==> src/rtl/neopixel_strand_controller.sv <==
// Five-pixel WS2812 strand driver: byte-wise colour store plus a pulse-width
// serialiser that sends the frame MSB first and then holds the line low to latch.
module neopixel_strand_controller #(
  parameter int unsigned NUM_PIX = 5,
  parameter int unsigned T0H     = 18,
  parameter int unsigned T0L     = 40,
  parameter int unsigned T1H     = 35,
  parameter int unsigned T1L     = 30,
  parameter int unsigned TLATCH  = 2500
) (
  input  logic                     clock,
  input  logic                     reset,
  input  logic [7:0]               color_level,
  input  logic [1:0]               color_index,
  input  logic [2:0]               pixel_index,
  input  logic                     load_color,
  input  logic                     send_it,
  output logic                     neo_data,
  output logic                     ready_to_load,
  output logic                     ready_to_send,
  output logic [24*NUM_PIX-1:0]    display_packet
);

  localparam int unsigned FRAME_BITS = 24 * NUM_PIX;
  localparam int unsigned IDX_W      = $clog2(FRAME_BITS);
  localparam int unsigned BIT_W      = $clog2(FRAME_BITS + 1);
  localparam int unsigned CNT_W      = $clog2(TLATCH + T0H + T0L + T1H + T1L + 1);

  localparam logic [CNT_W-1:0] T0H_END    = CNT_W'(T0H - 1);
  localparam logic [CNT_W-1:0] T0L_END    = CNT_W'(T0L - 1);
  localparam logic [CNT_W-1:0] T1H_END    = CNT_W'(T1H - 1);
  localparam logic [CNT_W-1:0] T1L_END    = CNT_W'(T1L - 1);
  localparam logic [CNT_W-1:0] TLATCH_END = CNT_W'(TLATCH - 1);
  localparam logic [BIT_W-1:0] LAST_BIT   = BIT_W'(FRAME_BITS - 1);

  typedef enum logic [1:0] {
    IDLE,
    SEND_HIGH,
    SEND_LOW,
    WAIT_LATCH
  } state_t;

  state_t                 state;
  logic [FRAME_BITS-1:0]  shift_reg;
  logic [BIT_W-1:0]       bit_cnt;
  logic [CNT_W-1:0]       cyc_cnt;

  logic                   wr_valid;
  logic                   wr_accept;
  int unsigned            lsb_full;
  logic [IDX_W-1:0]       wr_lsb;
  logic                   cur_bit;

  // Pixel 0 occupies the top 24 bits; within a pixel the byte order is G,R,B.
  always_comb begin
    wr_valid = 1'b0;
    lsb_full = 0;
    if (color_index != 2'b11 && 32'(pixel_index) < NUM_PIX) begin
      wr_valid = 1'b1;
      lsb_full = (NUM_PIX - 1 - 32'(pixel_index)) * 24;
      if (color_index == 2'b00)
        lsb_full = lsb_full + 8;
      else if (color_index == 2'b10)
        lsb_full = lsb_full + 16;
    end
  end

  assign wr_lsb    = IDX_W'(lsb_full);
  assign cur_bit   = shift_reg[FRAME_BITS-1];
  // A simultaneous send in IDLE takes priority and drops the load.
  assign wr_accept = load_color && wr_valid &&
                     (state == WAIT_LATCH || (state == IDLE && !send_it));

  always_ff @(posedge clock) begin
    if (reset) begin
      state          <= IDLE;
      display_packet <= '0;
      shift_reg      <= '0;
      bit_cnt        <= '0;
      cyc_cnt        <= '0;
      neo_data       <= 1'b0;
      ready_to_load  <= 1'b1;
      ready_to_send  <= 1'b1;
    end else begin
      if (wr_accept)
        display_packet[wr_lsb +: 8] <= color_level;

      case (state)
        IDLE: begin
          if (send_it) begin
            state         <= SEND_HIGH;
            shift_reg     <= display_packet;
            bit_cnt       <= '0;
            cyc_cnt       <= '0;
            neo_data      <= 1'b1;
            ready_to_load <= 1'b0;
            ready_to_send <= 1'b0;
          end
        end

        SEND_HIGH: begin
          if (cyc_cnt == (cur_bit ? T1H_END : T0H_END)) begin
            state    <= SEND_LOW;
            cyc_cnt  <= '0;
            neo_data <= 1'b0;
          end else begin
            cyc_cnt <= cyc_cnt + 1'b1;
          end
        end

        SEND_LOW: begin
          if (cyc_cnt == (cur_bit ? T1L_END : T0L_END)) begin
            cyc_cnt <= '0;
            if (bit_cnt == LAST_BIT) begin
              state         <= WAIT_LATCH;
              ready_to_load <= 1'b1;
            end else begin
              state     <= SEND_HIGH;
              bit_cnt   <= bit_cnt + 1'b1;
              shift_reg <= shift_reg << 1;
              neo_data  <= 1'b1;
            end
          end else begin
            cyc_cnt <= cyc_cnt + 1'b1;
          end
        end

        WAIT_LATCH: begin
          if (cyc_cnt == TLATCH_END) begin
            state         <= IDLE;
            cyc_cnt       <= '0;
            ready_to_send <= 1'b1;
          end else begin
            cyc_cnt <= cyc_cnt + 1'b1;
          end
        end

        default: state <= IDLE;
      endcase
    end
  end

endmodule

==> config.mk <==
export PLATFORM = sky130hd
export DESIGN_NAME = neopixel_strand_controller
export DESIGN_NICKNAME = d
export VERILOG_FILES = /design/src/rtl/neopixel_strand_controller.sv
export SDC_FILE = /design/constraint.sdc
export NUM_CORES = 1
export LEC_CHECK = 0
export CAP_MARGIN = 20
export CORE_UTILIZATION = 35
export DETAILED_ROUTE_END_ITERATION = 16
export HOLD_SLACK_MARGIN = 0.06
export REMOVE_ABC_BUFFERS = 1
export SYNTH_ARGS = -nofsm -noshare
export SYNTH_HDL_FRONTEND = slang
export SYNTH_SLANG_ARGS = --single-unit
==> constraint.sdc <==
create_clock -name clock -period 9 [get_ports clock]
set_clock_uncertainty 0.1 [all_clocks]
set_input_delay 0.9 -clock clock [delete_from_list [all_inputs] [get_ports clock]]
set_output_delay 0.9 -clock clock [all_outputs]
set_load 0.02 [all_outputs]
== Word level (Yosys, flattened, before mapping) ==
Index checks and enable logic that the tools add are counted.

* Input port bits: 17
* Bits in registers: 264
* Latch bits: 0
* Bits in writable memories: 0
* Logic and storage cells: 86
* Memories: 0
* Memory bits (read-only): 0

* $mul: 1
* Reductions and logical operators: 16
* Bitwise gates (word level): 0
* Divide/modulo/power cells: 0
* Eq/ne operators: 15
* Shifts and indexed selects: 2
* $add $sub $neg: 6
* Order comparisons: 1
* Multiplexer cells: 37

{| class="wikitable"
|+ Operators with widths
! operator !! count
|-
| 2-to-1 mux 120 bit || 3
|-
| case mux 120 bit (2 select lines) || 1
|-
| bitwise mux 120 bit || 1
|-
| variable shift 8 x 9 -> 120 bit, first input constant || 1
|-
| indexed part select 8 x 9 -> 120 bit || 1
|-
| 2-to-1 mux 12 bit || 4
|-
| case mux 12 bit (4 select lines) || 1
|-
| 2-to-1 mux 7 bit || 6
|-
| multiplier 32 x 2 -> 4 bit, second input constant || 1
|-
| == test 12 x 6 -> 1 bit || 2
|-
| case mux 7 bit (2 select lines) || 1
|-
| adder 12 x 1 -> 12 bit, second input constant || 1
|-
| == test 12 bit, second input constant || 1
|-
| 2-to-1 mux 6 bit || 2
|-
| inequality test 2 bit, second input constant || 6
|-
| AND reduction 4 bit || 3
|-
| 2-to-1 mux 2 bit || 5
|-
| 2-to-1 mux 1 bit || 9
|-
| negation 7 -> 9 bit || 1
|-
| case mux 2 bit (4 select lines) || 1
|-
| adder 7 x 1 -> 7 bit, second input constant || 1
|-
| adder 7 x 4 -> 7 bit, second input constant || 1
|-
| adder 7 x 5 -> 7 bit, second input constant || 1
|-
| == test 7 bit, second input constant || 1
|-
| 15 further kinds || 23
|}

== Depth between registers and ports, before layout ==
* Depth in word-level cells: 9
* Depth in mapped cells: 15
* Depth with buffers taken out: 11

== Worst setup path before layout ==
No wires, ideal clock.

* Kind: input-to-reg
* From: in pixel_index[0]
* To: reg display_packet[24]
* Path slack: 5.115 ns
* Arrival: 3.714 ns
* Buffers on the path: 3
* Stages on the path: 14
* Cell sequence: buf_4 -> inv_1 -> ha_1 -> clkbuf_1 -> xor2_1 -> ha_1 -> nor2b_1 -> a22o_1 -> and3_1 -> or2_1 -> a32o_1 -> buf_2 -> nor3_4 -> mux2i_1

* Cells in the longest elaborated chain, start to end: 9
* Elaborated cells on any way between the ends: 16
* Those cells by class: add/sub: 4; mul: 1; order compare: 1; shift: 2; mux: 5; reduce/logical: 3

{| class="wikitable"
|+ RTL lines
! element !! RTL line !! source
|-
| start: declaration || 15 || <nowiki>input logic [2:0] pixel_index,</nowiki>
|-
| subtractor 3 x 3 -> 4 bit || 60 || <nowiki>lsb_full = (NUM_PIX - 1 - 32'(pixel_index)) * 24;</nowiki>
|-
| multiplier 32 x 2 -> 4 bit || 60 ||
|-
| adder 7 x 5 -> 7 bit || 64 || <nowiki>lsb_full = lsb_full + 16;</nowiki>
|-
| 2-to-1 mux 7 bit || 63 || <nowiki>else if (color_index == 2'b10)</nowiki>
|-
| 2-to-1 mux 7 bit || 61 || <nowiki>if (color_index == 2'b00)</nowiki>
|-
| 2-to-1 mux 7 bit || 58 || <nowiki>if (color_index != 2'b11 && 32'(pixel_index) < NUM_PIX) begin</nowiki>
|-
| negation 7 -> 9 bit || 86 || <nowiki>display_packet[wr_lsb +: 8] <= color_level;</nowiki>
|-
| indexed part select 8 x 9 -> 120 bit / variable shift 8 x 9 -> 120 bit (equally long branches) || 86 ||
|-
| bitwise mux 120 bit || 86 ||
|-
| end signal: indexed assignment || 86 ||
|-
| end: declaration || 21 || <nowiki>output logic [24*NUM_PIX-1:0] display_packet</nowiki>
|}

Parallel ways exist; a longest one is shown, timed or not.
A chain may end at the register's enable or synchronous reset.

== Worst setup path in the final report ==
* From: in pixel_index[0]
* To: reg display_packet[114]

The elaborated chain is that of the path after synthesis.

==> flow_summary.json <==
{
  "sequential_cell_area_um2": 5290,
  "global_route_wire_length_before_repair_um": 50900,
  "area.growth.synth_to_final_pct": 22.9,
  "place.detailed.instances": 1828,
  "clock_tree.buffer_depth": 3,
  "final.hold.worst_slack_ns": 0.369,
  "dpl.hpwl_um": 20700,
  "final.fill_count": 3208,
  "clkSlewWorstSetupHoldPaths_ns": 0.06,
  "grt_usage": 0.189,
  "gp_routability_congestion": 0.831,
  "drc": 0,
  "maxSlewHeadroom": 0.150,
  "netlist_top_cells_area": "sky130_fd_sc_hd__dfxtp_1 45%, sky130_fd_sc_hd__mux2i_1 9.8%, sky130_fd_sc_hd__a311oi_1 9.0%, sky130_fd_sc_hd__nand2_1 8.9%, sky130_fd_sc_hd__nand2b_1 6.3%",
  "slew_of_the_pin_with_the_lowest_slew_margin_ns": 1.28,
  "path_max_fanout": 14,
  "antenna_found_initial": 0,
  "finalInstanceArea_um2": 14300,
  "ys_seq_elements": 264,
  "postSynthAreaPerCell_um2": 8.65,
  "diodes": 0,
  "htree_num_levels": 1,
  "yosys.area.top_type": "sky130_fd_sc_hd__dfxtp_1",
  "cp-start-kind": "primary input",
  "critPathKind": "primary input to flop",
  "report.power.total_mw": 3.98,
  "die-area_um2": 33900,
  "num_rows": 66,
  "holdCritPathClass": "flop to flop",
  "max_freq_mhz": 216,
  "final.setup.tns_ns": 0,
  "layout_setup_ws_ns": 4.38,
  "cap_violations": 0,
  "syn_inst": 1343,
  "worst-endpoint-arrival_ns": 5.00,
  "gr_overflow_total": 0,
  "required_ns": 9.38,
  "post_dp_cell_area_um2": 13200,
  "synth.yosys.seq_area_share": 0.455,
  "post_cts.resized_instances": 0,
  "internal_power_mw": 2.58,
  "number_of_drc_markers_in_iteration_0": 667,
  "combinationalPowerShare": 0.295,
  "power.clock.fraction": 0.319,
  "drt_wl_total_um": 32300,
  "synthTopCellsByCount": "276 x sky130_fd_sc_hd__nand2_1, 264 x sky130_fd_sc_hd__dfxtp_1, 159 x sky130_fd_sc_hd__nor2_1",
  "final-setup-viol-count": 0,
  "yosysTopAreaCellShare": 0.455,
  "clock_net_sink_count": 264,
  "synth_cell_types": 60,
  "r2r_slack_ns": 5.37,
  "numPortBuffers": 139,
  "detail_route.vias_per_cell": 5.08,
  "ys.warnings.count": 0,
  "vertical_extent_of_the_die_um": 184,
  "setup_ws_pre_cts_ns": 3.83,
  "placeableCoreArea_um2": 32600,
  "post_route_cells_drive_above_1_share": 0.0549,
  "finalCoreUtilization": 0.438,
  "cts.hold.buffers_added": 0,
  "final_hold_viol_count": 0,
  "clock_tree_from_tritoncts": "built",
  "layout.nets": 1445,
  "drt_pre_antenna_iters": 5,
  "grt_max_degree": 243,
  "cell_with_the_largest_stage_delay_on_the_worst_path": "sky130_fd_sc_hd__clkdlybuf4s50_1",
  "grt_setup_unrepaired": "false",
  "clock_insertion_delay_worst_skew_ns": 0.56,
  "critical_path.most_common_cell": "sky130_fd_sc_hd__ha_1",
  "cts_post_setup_buffers_inserted": 0,
  "final_antenna_violating_net_count": 0,
  "synth_enable_flop_cells": 0,
  "power.sequential.fraction": 0.387,
  "netlist_area_um2": 11600,
  "async_flop_share": 0,
  "power.ir.vdd_worst_v": 0.000410,
  "outcome": "completed",
  "post-synth-top-count-cell": "sky130_fd_sc_hd__nand2_1",
  "switching_share": 0.351,
  "cts-buffers-inserted": 30,
  "total_i_o_pin_count": 140,
  "p_per_cell_area_nw_per_um2": 279,
  "cts_root_buffer": "sky130_fd_sc_hd__clkbuf_16",
  "dominant_synthesized_flop_cell": "sky130_fd_sc_hd__dfxtp_1",
  "start_util": 0.356,
  "post_drt_wl_per_cell_um": 17.1,
  "p_leak_nw": 5.05,
  "multi_input_area_um2": 5900,
  "min_period_over_period": 0.513,
  "layout_min_cycle_time_ns": 4.62,
  "worst_setup_path_end_kind": "flop",
  "power.switching_mw": 1.40,
  "critPathMaxStageDelay_ns": 0.82,
  "finalNonFillerCells": 1882,
  "timing.final.max_slew_violations": 0,
  "detailroute.via_count": 9567,
  "critical_path.cell_chain": "clkdlybuf4s50_1 > inv_1 > ha_1 > xor2_1 > ha_1 > nor2b_1 > a211oi_1 > nand3_1 > xnor2_2 > o311a_1 > and2_1 > mux2i_1",
  "die-width_um": 184,
  "grt_pass1_vias": 9126
}
[power groups by stage]
stage / Combinational (mW) / Sequential (mW) / Clock [mW]
finish: 1.17 / 1.54 / 1.27
global route: 1.32 / 1.57 / 1.35
CTS: 1.17 / 1.54 / 1.30
detailed placement: 1.17 / 1.56 / 0
global placement: 1.15 / 1.56 / 0
floorplan: 1.01 / 1.54 / 0
[critical path, delay by kind of cell]
| kind | cells | cell delay (ns) |
|---|---|---|
| muxes | 1 | 0.24 |
| adders and majority gates | 2 | 0.73 |
| AOI/OAI and AO/OA | 2 | 0.58 |
| buffers and inverters | 2 | 0.96 |
| xor gates and xnor gates | 2 | 0.86 |
| and+or+nand+nor | 3 | 0.71 |
[path summary, 6_finish.rpt]
path | cells after the start | startpoint | end
setup / recovery | 12 | pixel_index[0] | display_packet[114]
hold / removal | 2 | shift_reg[112] | shift_reg[113]
setup reg to reg | 7 | state[0] | shift_reg[118]
hold reg to reg | 2 | shift_reg[112] | shift_reg[113]
[cells by family after synthesis]
group,synth area share
AOI/OAI and AO/OA,0.129
xor gates and xnor gates,0.00958
adders and majority gates,0.0108
buffers and inverters,0.0398
DFF,0.455
muxes,0.0982
and+or+nand+nor,0.258
[layout by cell type, fill, tap and decap left out, types with 19 or more instances in the layout]
cell type,netlist,routed
sky130_fd_sc_hd__dfxtp_1,264,264
sky130_fd_sc_hd__a311oi_1,120,120
sky130_fd_sc_hd__nand2_1,276,276
sky130_fd_sc_hd__nand2b_1,117,116
sky130_fd_sc_hd__clkdlybuf4s50_1,0,138
sky130_fd_sc_hd__o21ai_0,19,19
sky130_fd_sc_hd__nor2_1,159,159
sky130_fd_sc_hd__clkbuf_16,0,30
sky130_fd_sc_hd__mux2i_1,114,114
sky130_fd_sc_hd__a21oi_1,20,20
[area by class of cell]
type / count / area share
multi-input cells: 965 / 0.413
flip-flops and latches: 264 / 0.370
repair buffers: 148 / 0.103
clock buffers: 39 / 0.0591
well taps: 442 / 0.0387
clock inverters: 15 / 0.0132
inverters: 9 / 0.00237
[routing by layer]
| metal | vias up | wire (um) | global-route usage |
|---|---|---|---|
| li1 | 4802 | - | - |
| met1 | 4560 | 15500 | 0.260 |
| met2 | 172 | 14800 | 0.307 |
| met3 | 33 | 1490 | 0.0308 |
| met4 | 0 | 501 | 0.0430 |
| met5 | - | 0 | 0 |
No activity file was read; power rests on OpenSTA's default activity.
